$ cat config.mk
export PLATFORM = sky130hd
export DESIGN_NAME = mem_access_seq_flat
export DESIGN_NICKNAME = d
export VERILOG_FILES = /design/src/rtl/mem_access_seq_if.sv /design/src/rtl/mem_access_seq.sv /design/src/flat_wrapper.sv
export SDC_FILE = /design/constraint.sdc
export NUM_CORES = 1
export LEC_CHECK = 0
export BUFFER_PORTS_ARGS = -buffer_cell sky130_fd_sc_hd__buf_2
export CORE_MARGIN = 2
export CORE_UTILIZATION = 51
export CTS_BUF_LIST = sky130_fd_sc_hd__clkbuf_4
export DETAILED_ROUTE_END_ITERATION = 10
export GPL_ROUTABILITY_DRIVEN = 0
export PLACE_DENSITY = 0.75
export SLEW_MARGIN = 10
export SYNTH_ARGS = -nofsm -noshare
export SYNTH_HDL_FRONTEND = slang
export SYNTH_SLANG_ARGS = --single-unit
$ cat constraint.sdc
create_clock -name clk -period 2.45 [get_ports clk]
set_input_delay 0.245 -clock clk [delete_from_list [all_inputs] [get_ports clk]]
set_output_delay 0.245 -clock clk [all_outputs]
set_load 0.1 [all_outputs]
$ cat src/rtl/mem_access_seq_if.sv
// Signal bundle between the MEM-stage requester, the memory access sequencer and the memory.
interface mem_access_seq_if #(
  parameter int unsigned DATA_W  = 16,
  parameter int unsigned ADDR_W  = 16,
  parameter int unsigned MAX_IND = 1
);
  localparam int unsigned IND_W = (MAX_IND < 2) ? 1 : $clog2(MAX_IND + 1);
  localparam int unsigned NB    = DATA_W / 8;

  logic              req_valid;
  logic              req_read;
  logic              req_write;
  logic              req_byte;
  logic [IND_W-1:0]  req_ind;
  logic [ADDR_W-1:0] req_addr;
  logic [DATA_W-1:0] req_wdata;
  logic              busy;
  logic              done;
  logic [DATA_W-1:0] rdata;

  logic [ADDR_W-1:0] mem_addr;
  logic              mem_read;
  logic              mem_write;
  logic [NB-1:0]     mem_wmask;
  logic [DATA_W-1:0] mem_wdata;
  logic [DATA_W-1:0] mem_rdata;
  logic              mem_resp;

  // Sequencer side.
  modport slave (
    input  req_valid, req_read, req_write, req_byte, req_ind, req_addr, req_wdata,
    input  mem_rdata, mem_resp,
    output busy, done, rdata,
    output mem_addr, mem_read, mem_write, mem_wmask, mem_wdata
  );

  // Requester / memory side.
  modport master (
    output req_valid, req_read, req_write, req_byte, req_ind, req_addr, req_wdata,
    output mem_rdata, mem_resp,
    input  busy, done, rdata,
    input  mem_addr, mem_read, mem_write, mem_wmask, mem_wdata
  );
endinterface

$ cat src/rtl/mem_access_seq.sv
// MEM-stage access sequencer: optional pointer dereference chain followed by one
// word or byte load/store, stalling the pipeline until the memory responds.
module mem_access_seq #(
  parameter int unsigned DATA_W  = 16,
  parameter int unsigned ADDR_W  = 16,
  parameter int unsigned MAX_IND = 1
) (
  input  logic             clk,
  input  logic             reset,
  mem_access_seq_if.slave  bus
);
  localparam int unsigned IND_W = (MAX_IND < 2) ? 1 : $clog2(MAX_IND + 1);
  localparam int unsigned NB    = DATA_W / 8;
  localparam int unsigned LB    = $clog2(NB);

  typedef enum logic [1:0] {IDLE, IND, ACCESS, DONE} state_e;

  state_e            state_q;
  logic [IND_W-1:0]  depth_q;
  logic [ADDR_W-1:0] ptr_q;
  logic              write_q;
  logic              byte_q;
  logic [DATA_W-1:0] wdata_q;
  logic              done_q;
  logic [DATA_W-1:0] rdata_q;
  logic              mem_read_q;
  logic              mem_write_q;
  logic [ADDR_W-1:0] mem_addr_q;
  logic [NB-1:0]     mem_wmask_q;
  logic [DATA_W-1:0] mem_wdata_q;

  logic              accept_c;
  logic [IND_W-1:0]  ind_clamp_c;
  logic [ADDR_W-1:0] ptr_next_c;
  logic [ADDR_W-1:0] fin_addr_c;
  logic              fin_byte_c;
  logic              fin_write_c;
  logic [DATA_W-1:0] fin_wdata_c;
  logic [ADDR_W-1:0] acc_addr_c;
  logic [NB-1:0]     acc_mask_c;
  logic [DATA_W-1:0] acc_wdata_c;
  logic [DATA_W-1:0] lane_shift_c;

  assign accept_c   = (state_q == IDLE) && bus.req_valid && (bus.req_read || bus.req_write);
  assign ptr_next_c = ADDR_W'(bus.mem_rdata);

  // Depth requests beyond the supported chain length saturate.
  if (((2 ** IND_W) - 1) > MAX_IND) begin : g_clamp
    assign ind_clamp_c = (bus.req_ind > IND_W'(MAX_IND)) ? IND_W'(MAX_IND) : bus.req_ind;
  end else begin : g_noclamp
    assign ind_clamp_c = bus.req_ind;
  end

  // Final-access setup: from the live request when direct, from the last pointer otherwise.
  always_comb begin
    if (state_q == IDLE) begin
      fin_addr_c  = bus.req_addr;
      fin_byte_c  = bus.req_byte;
      fin_write_c = bus.req_write;
      fin_wdata_c = bus.req_wdata;
    end else begin
      fin_addr_c  = ptr_next_c;
      fin_byte_c  = byte_q;
      fin_write_c = write_q;
      fin_wdata_c = wdata_q;
    end
    acc_addr_c  = fin_byte_c ? fin_addr_c : (fin_addr_c & ~ADDR_W'(NB - 1));
    acc_mask_c  = '0;
    acc_wdata_c = '0;
    if (fin_write_c) begin
      acc_mask_c  = fin_byte_c ? (NB'(1) << fin_addr_c[LB-1:0]) : '1;
      acc_wdata_c = fin_byte_c ? {NB{fin_wdata_c[7:0]}} : fin_wdata_c;
    end
  end

  assign lane_shift_c = bus.mem_rdata >> {ptr_q[LB-1:0], 3'b000};

  always_ff @(posedge clk or posedge reset) begin
    if (reset) begin
      state_q     <= IDLE;
      depth_q     <= '0;
      ptr_q       <= '0;
      write_q     <= 1'b0;
      byte_q      <= 1'b0;
      wdata_q     <= '0;
      done_q      <= 1'b0;
      rdata_q     <= '0;
      mem_read_q  <= 1'b0;
      mem_write_q <= 1'b0;
      mem_addr_q  <= '0;
      mem_wmask_q <= '0;
      mem_wdata_q <= '0;
    end else begin
      done_q <= 1'b0;
      case (state_q)
        IDLE: begin
          if (accept_c) begin
            write_q <= bus.req_write;
            byte_q  <= bus.req_byte;
            wdata_q <= bus.req_wdata;
            ptr_q   <= bus.req_addr;
            depth_q <= ind_clamp_c;
            if (ind_clamp_c != '0) begin
              state_q    <= IND;
              mem_read_q <= 1'b1;
              mem_addr_q <= bus.req_addr;
            end else begin
              state_q     <= ACCESS;
              mem_read_q  <= !fin_write_c;
              mem_write_q <= fin_write_c;
              mem_addr_q  <= acc_addr_c;
              mem_wmask_q <= acc_mask_c;
              mem_wdata_q <= acc_wdata_c;
            end
          end
        end
        IND: begin
          if (bus.mem_resp) begin
            ptr_q   <= ptr_next_c;
            depth_q <= depth_q - IND_W'(1);
            if (depth_q == IND_W'(1)) begin
              state_q     <= ACCESS;
              mem_read_q  <= !fin_write_c;
              mem_write_q <= fin_write_c;
              mem_addr_q  <= acc_addr_c;
              mem_wmask_q <= acc_mask_c;
              mem_wdata_q <= acc_wdata_c;
            end else begin
              mem_addr_q <= ptr_next_c;
            end
          end
        end
        ACCESS: begin
          if (bus.mem_resp) begin
            if (!write_q) begin
              rdata_q <= byte_q ? DATA_W'(lane_shift_c[7:0]) : bus.mem_rdata;
            end
            mem_read_q  <= 1'b0;
            mem_write_q <= 1'b0;
            mem_wmask_q <= '0;
            mem_wdata_q <= '0;
            done_q      <= 1'b1;
            state_q     <= DONE;
          end
        end
        DONE:    state_q <= IDLE;
        default: state_q <= IDLE;
      endcase
    end
  end

  // Stall covers the accept cycle combinationally so the pipeline freezes immediately.
  assign bus.busy      = (state_q == IND) || (state_q == ACCESS) || accept_c;
  assign bus.done      = done_q;
  assign bus.rdata     = rdata_q;
  assign bus.mem_read  = mem_read_q;
  assign bus.mem_write = mem_write_q;
  assign bus.mem_addr  = mem_addr_q;
  assign bus.mem_wmask = mem_wmask_q;
  assign bus.mem_wdata = mem_wdata_q;
endmodule

$ cat src/flat_wrapper.sv
// flat-port wrapper written by rule: the top's interface ports become plain ports
module mem_access_seq_flat 
#(
  parameter int unsigned DATA_W  = 16,
  parameter int unsigned ADDR_W  = 16,
  parameter int unsigned MAX_IND = 1
)
  (clk, reset, bus_req_valid, bus_req_read, bus_req_write, bus_req_byte, bus_req_ind, bus_req_addr, bus_req_wdata, bus_mem_rdata, bus_mem_resp, bus_busy, bus_done, bus_rdata, bus_mem_addr, bus_mem_read, bus_mem_write, bus_mem_wmask, bus_mem_wdata);
  mem_access_seq_if #(.DATA_W(DATA_W), .ADDR_W(ADDR_W), .MAX_IND(MAX_IND)) bus_i ();
  input  logic clk;
  input  logic reset;
  input wire logic [$bits(bus_i.req_valid)-1:0] bus_req_valid;
  input wire logic [$bits(bus_i.req_read)-1:0] bus_req_read;
  input wire logic [$bits(bus_i.req_write)-1:0] bus_req_write;
  input wire logic [$bits(bus_i.req_byte)-1:0] bus_req_byte;
  input wire logic [$bits(bus_i.req_ind)-1:0] bus_req_ind;
  input wire logic [$bits(bus_i.req_addr)-1:0] bus_req_addr;
  input wire logic [$bits(bus_i.req_wdata)-1:0] bus_req_wdata;
  input wire logic [$bits(bus_i.mem_rdata)-1:0] bus_mem_rdata;
  input wire logic [$bits(bus_i.mem_resp)-1:0] bus_mem_resp;
  output wire logic [$bits(bus_i.busy)-1:0] bus_busy;
  output wire logic [$bits(bus_i.done)-1:0] bus_done;
  output wire logic [$bits(bus_i.rdata)-1:0] bus_rdata;
  output wire logic [$bits(bus_i.mem_addr)-1:0] bus_mem_addr;
  output wire logic [$bits(bus_i.mem_read)-1:0] bus_mem_read;
  output wire logic [$bits(bus_i.mem_write)-1:0] bus_mem_write;
  output wire logic [$bits(bus_i.mem_wmask)-1:0] bus_mem_wmask;
  output wire logic [$bits(bus_i.mem_wdata)-1:0] bus_mem_wdata;
  assign bus_i.req_valid = bus_req_valid;
  assign bus_i.req_read = bus_req_read;
  assign bus_i.req_write = bus_req_write;
  assign bus_i.req_byte = bus_req_byte;
  assign bus_i.req_ind = bus_req_ind;
  assign bus_i.req_addr = bus_req_addr;
  assign bus_i.req_wdata = bus_req_wdata;
  assign bus_i.mem_rdata = bus_mem_rdata;
  assign bus_i.mem_resp = bus_mem_resp;
  assign bus_busy = bus_i.busy;
  assign bus_done = bus_i.done;
  assign bus_rdata = bus_i.rdata;
  assign bus_mem_addr = bus_i.mem_addr;
  assign bus_mem_read = bus_i.mem_read;
  assign bus_mem_write = bus_i.mem_write;
  assign bus_mem_wmask = bus_i.mem_wmask;
  assign bus_mem_wdata = bus_i.mem_wdata;
  mem_access_seq #(.DATA_W(DATA_W), .ADDR_W(ADDR_W), .MAX_IND(MAX_IND)) u_core (.clk(clk), .reset(reset), .bus(bus_i));
endmodule
# Word-level counts from Yosys, hierarchy flattened
# Index checks and enable logic that the tools add are counted.
# word_totals
register_bits	75
latchBits	0
ramBits	0
mem_bits_ro	0
input_bits	56
output_inout_bits	54
elab_cells	92
n_memories	0
# op_classes
addsub	1
mul	0
div	0
order_cmp	0
n_eq_ne	8
n_shift	2
mux	52
bitwise	1
n_reduce_logical	15
# ops
operator	n
16-bit two-way mux	14
16-bit one-hot mux with 3 select lines	1
16-bit one-hot mux with 2 select lines	1
2-bit two-way mux	12
1-bit two-way mux	18
16-bit by 4-bit right shift with 8-bit output	1
2-bit one-hot mux with 4 select lines	1
2-bit != test, second input constant	3
1-bit one-hot mux with 3 select lines	2
2-bit one-hot mux with 3 select lines	1
3-bit AND reduction	2
6-bit AND reduction	1
5-bit AND reduction	1
2-bit equality test, second input constant	2
2-bit by 1-bit != test with 1-bit output, second input constant	2
1-bit one-hot mux with 2 select lines	2
4-bit AND reduction	1
1-bit logical OR	3
3-bit nonzero test	1
2-bit by 1-bit equality test with 1-bit output, second input constant	1
1-bit logical AND	2
2-bit logical NOT	1
2-bit AND reduction	1
2-bit nonzero test	1
4 further kinds	4

# Longest topological paths before layout
# depth
ltp_word	8
ltp_mapped	8
depth_no_buf	6

# Worst setup path after synthesis
# OpenSTA, ideal clock, no wires.
# synth_path
path_kind	reg-to-output
from	register u_core.state_q[0]
to	output bus_busy
arrival_time_ps	2297
required_ps	2205
setup_slack_ps	-92
path_stages_with_launch	7
n_path_buf	2
cell_sequence	dfrtp_1 > inv_1 > ha_1 > clkbuf_1 > o211ai_1 > clkbuf_1 > nand2_1
# synth_between
elab_chain_cells	4
elab_cells_between_ends	7
cone_classes	eq/ne (2); reduce/logical (5)
# synth_lines
item	line_no	source
from (decl)	mem_access_seq.sv:18	state_e state_q;
from (signal assigned)	mem_access_seq.sv:80	state_q <= IDLE;
from (signal assigned)	mem_access_seq.sv:104	state_q <= IND;
from (signal assigned)	mem_access_seq.sv:108	state_q <= ACCESS;
2-bit logical NOT	mem_access_seq.sv:44	assign accept_c = (state_q == IDLE) && bus.req_valid && (bus.req_read || bus.req_write);
1-bit logical AND (2 in series)	mem_access_seq.sv:44	
1-bit logical OR *	mem_access_seq.sv:153	assign bus.busy = (state_q == IND) || (state_q == ACCESS) || accept_c;
to (decl)	flat_wrapper.sv:21	output wire logic [$bits(bus_i.busy)-1:0] bus_busy;
# Every way passes the cells marked *; elsewhere a longest branch is shown, timed or not.

# Final worst setup path
# Ends and elaborated chain as after synthesis.

==> run metrics <==
post-CTS setup buffer count 0; post-synthesis cell area 3667 sq um; setup TNS 0 ns; RSZ-0062 raised after global routing false; initial core utilization 53.39%; CP endpoint kind primary output; WP data required 2.20 ns; Mapped Nets 395; port buffer count 109; final worst-path cycle share 94.36%; Pre-Repair DR Iteration Count 4; vias 2872; H-tree levels 3; core area 6869 sq um; post-synthesis register bit count 75; clock latency on the worst-skew pair 0.41 ns; worst min-delay path class primary input to flip-flop; Mapped Cells 334; IO Pins 110; routed length on met3 523 um; WL met1 3.857 mm; commonest non-fill, non-tap cell in the layout buf_2; final routed wire length divided by cell count 15.25 um; ys flop type dfrtp_1; area leader, netlist dfrtp_1; num rows 30; top cell type's share of synthesized area 51.18%; post-route minimum period 2.312 ns; outcome finished, final reports clean; CTS Root Cell clkbuf_4; Top Metal Used met4; CTS buffer count 9; setup violators final 0; maximum clock rate 432.5 MHz; initial antenna violation count 0; Slew HR 62.89%; Final nets 506; CP Launch Type flip-flop; layout cells sized above 1 38.89%; met2 WL 3.842 mm; most frequent cells in the layout buf_2 (108), dfrtp_1 (75), mux2i_1 (45); Detail Placement HPWL 6.027 mm; Slew @ Worst Pin 0.5567 ns; YS warnings 0; Final Hold Fails 0; Total GRT Usage 21.54%; Slew Viols, Final 0; drt drc 0; die width 88.80 um; DR vias/cell 5.260; top cells by area, synth dfrtp_1 (51%), mux2i_1 (12%), mux2_2 (11%); vias in the first global route 2671; Syn Area/Cell 10.98 sq um; Worst EP arrival 2.07 ns; CTS tree yes; CTS max path bufs 2; Unique masters post-synth 32; EDFF count, synth 0; initial detailed-routing violation count 149; Final ANT Viol Nets 0; clock net sink count 75; register area share after synthesis 51.18%; DIE HEIGHT 88.80 um; Clock Skews 0.01527 ns; max-cap viol count 0; worst-path maximum fanout 21; clk slew on worst S/H paths 0.13 ns; Layout Area Growth over Synthesis 23.13%; largest net degree at the start of global routing 76; grt ovf 0; Worst Setup Path Type flip-flop to primary output; Inserted Diodes 0; Detailed Route WL 8.328 mm; Die Area 7885 sq um; post-synthesis async set-or-reset flop share 100.0%; first-pass GRT wire length 12.99 mm
-- per-layer routing --
| metal | up-vias | global-route usage [%] |
|---|---|---|
| met5 | - | 0 |
| met4 | 0 | 8.264 |
| met3 | 9 | 5.597 |
| met2 | 76 | 31.48 |
| met1 | 1378 | 30.85 |
| li1 | 1409 | - |
-- stage by stage --
step | setup slack (ns) | utilization, % | std cells | area, sq um | hold WS (ns)
global placement | 0.4405 | 63.50 | 529 | 4362 | 0.3536
CTS | 0.02210 | 65.59 | 546 | 4506 | 0.05515
floorplan | 0.1598 | - | 334 | 3670 | 0.3810
detailed placement | 0.3491 | 63.50 | 529 | 4362 | 0.3545
global route | 0.02149 | 65.74 | 546 | 4516 | 0.06149
finish | 0.1381 | 65.74 | 546 | 4516 | 0.07013
-- cell usage after synthesis, drive strengths merged, types with 5 or more instances --
library cell / n
mux2: 36
nor2: 28
inv: 9
o21ai: 21
dfrtp: 75
mux2i: 45
a21oi: 22
clkbuf: 14
buf: 6
nand2: 31
nor2b: 9
ha: 5
a211oi: 16
-- cells by family (layout without fill, tap and decap cells) --
logic type	Yosys count	count (layout)	share of synthesized area, %
buffers and inverters	29	145	3.241
DFF	75	75	51.18
AOI/OAI and AO/OA	68	68	11.29
adders and majority gates	5	5	1.706
muxes	81	81	23.34
and+or+nand+nor	76	76	9.246
-- path summary, 6_finish.rpt --
check                                                startpoint                                  end  slack, ns  depth (start not counted)
worst min-delay path                          bus_req_wdata[11]       u_core.wdata_q[11]$_DFFE_PP0P_       0.07                          2
max in group asynchronous                                 reset            u_core.bus.done$_DFF_PP0_       1.70                          4
min in group asynchronous                                 reset  u_core.bus.mem_addr[15]$_DFFE_PP0P_       0.45                          4
worst max-delay path              u_core.state_q[0]$_DFFE_PP0P_                             bus_busy       0.14                          7
worst max register to register    u_core.state_q[0]$_DFFE_PP0P_     u_core.bus.mem_write$_DFFE_PP0P_       0.34                          5
worst min register to register  u_core.bus.rdata[6]$_DFFE_PP0P_      u_core.bus.rdata[6]$_DFFE_PP0P_       0.48                          2
-- layout make-up --
class	count	area, sq um
repair buffers	120	665.6
multi-input cells	230	1684
clock inverters	7	66.31
flip-flops and latches	75	1877
well taps	96	120.1
fillers	562	2354
clock buffers	9	67.56
inverters	9	35.03
-- state kept, by name (all words and copies together) (netlist names) --
| register | count |
|---|---|
| u_core.bus.done | 1 |
| u_core.bus.mem_addr | 16 |
| u_core.bus.mem_read | 1 |
| u_core.bus.mem_wdata | 16 |
| u_core.bus.mem_wmask | 2 |
| u_core.bus.mem_write | 1 |
| u_core.bus.rdata | 16 |
| u_core.byte_q | 1 |
| u_core.depth_q | 1 |
| u_core.ptr_q | 1 |
| u_core.state_q | 2 |
| u_core.wdata_q | 16 |
| u_core.write_q | 1 |
-- worst max-delay path, stage by stage (launching register included) --
cell      delay, ns
dfrtp_1        0.44
inv_1          0.13
ha_2           0.26
buf_8          0.20
o211ai_1       0.11
buf_4          0.23
nand2_2        0.11
buf_12         0.17
-- timing repair --
action,CTS,global route
hold buffers,1,0
hold endpoints to repair,75,0
gates resized for setup,0,3
endpoints found under the setup margin,0,1
Power is left out: the tool's default activity adds up to more than one toggle a clock period on the data nets, which glitch-free logic cannot reach.
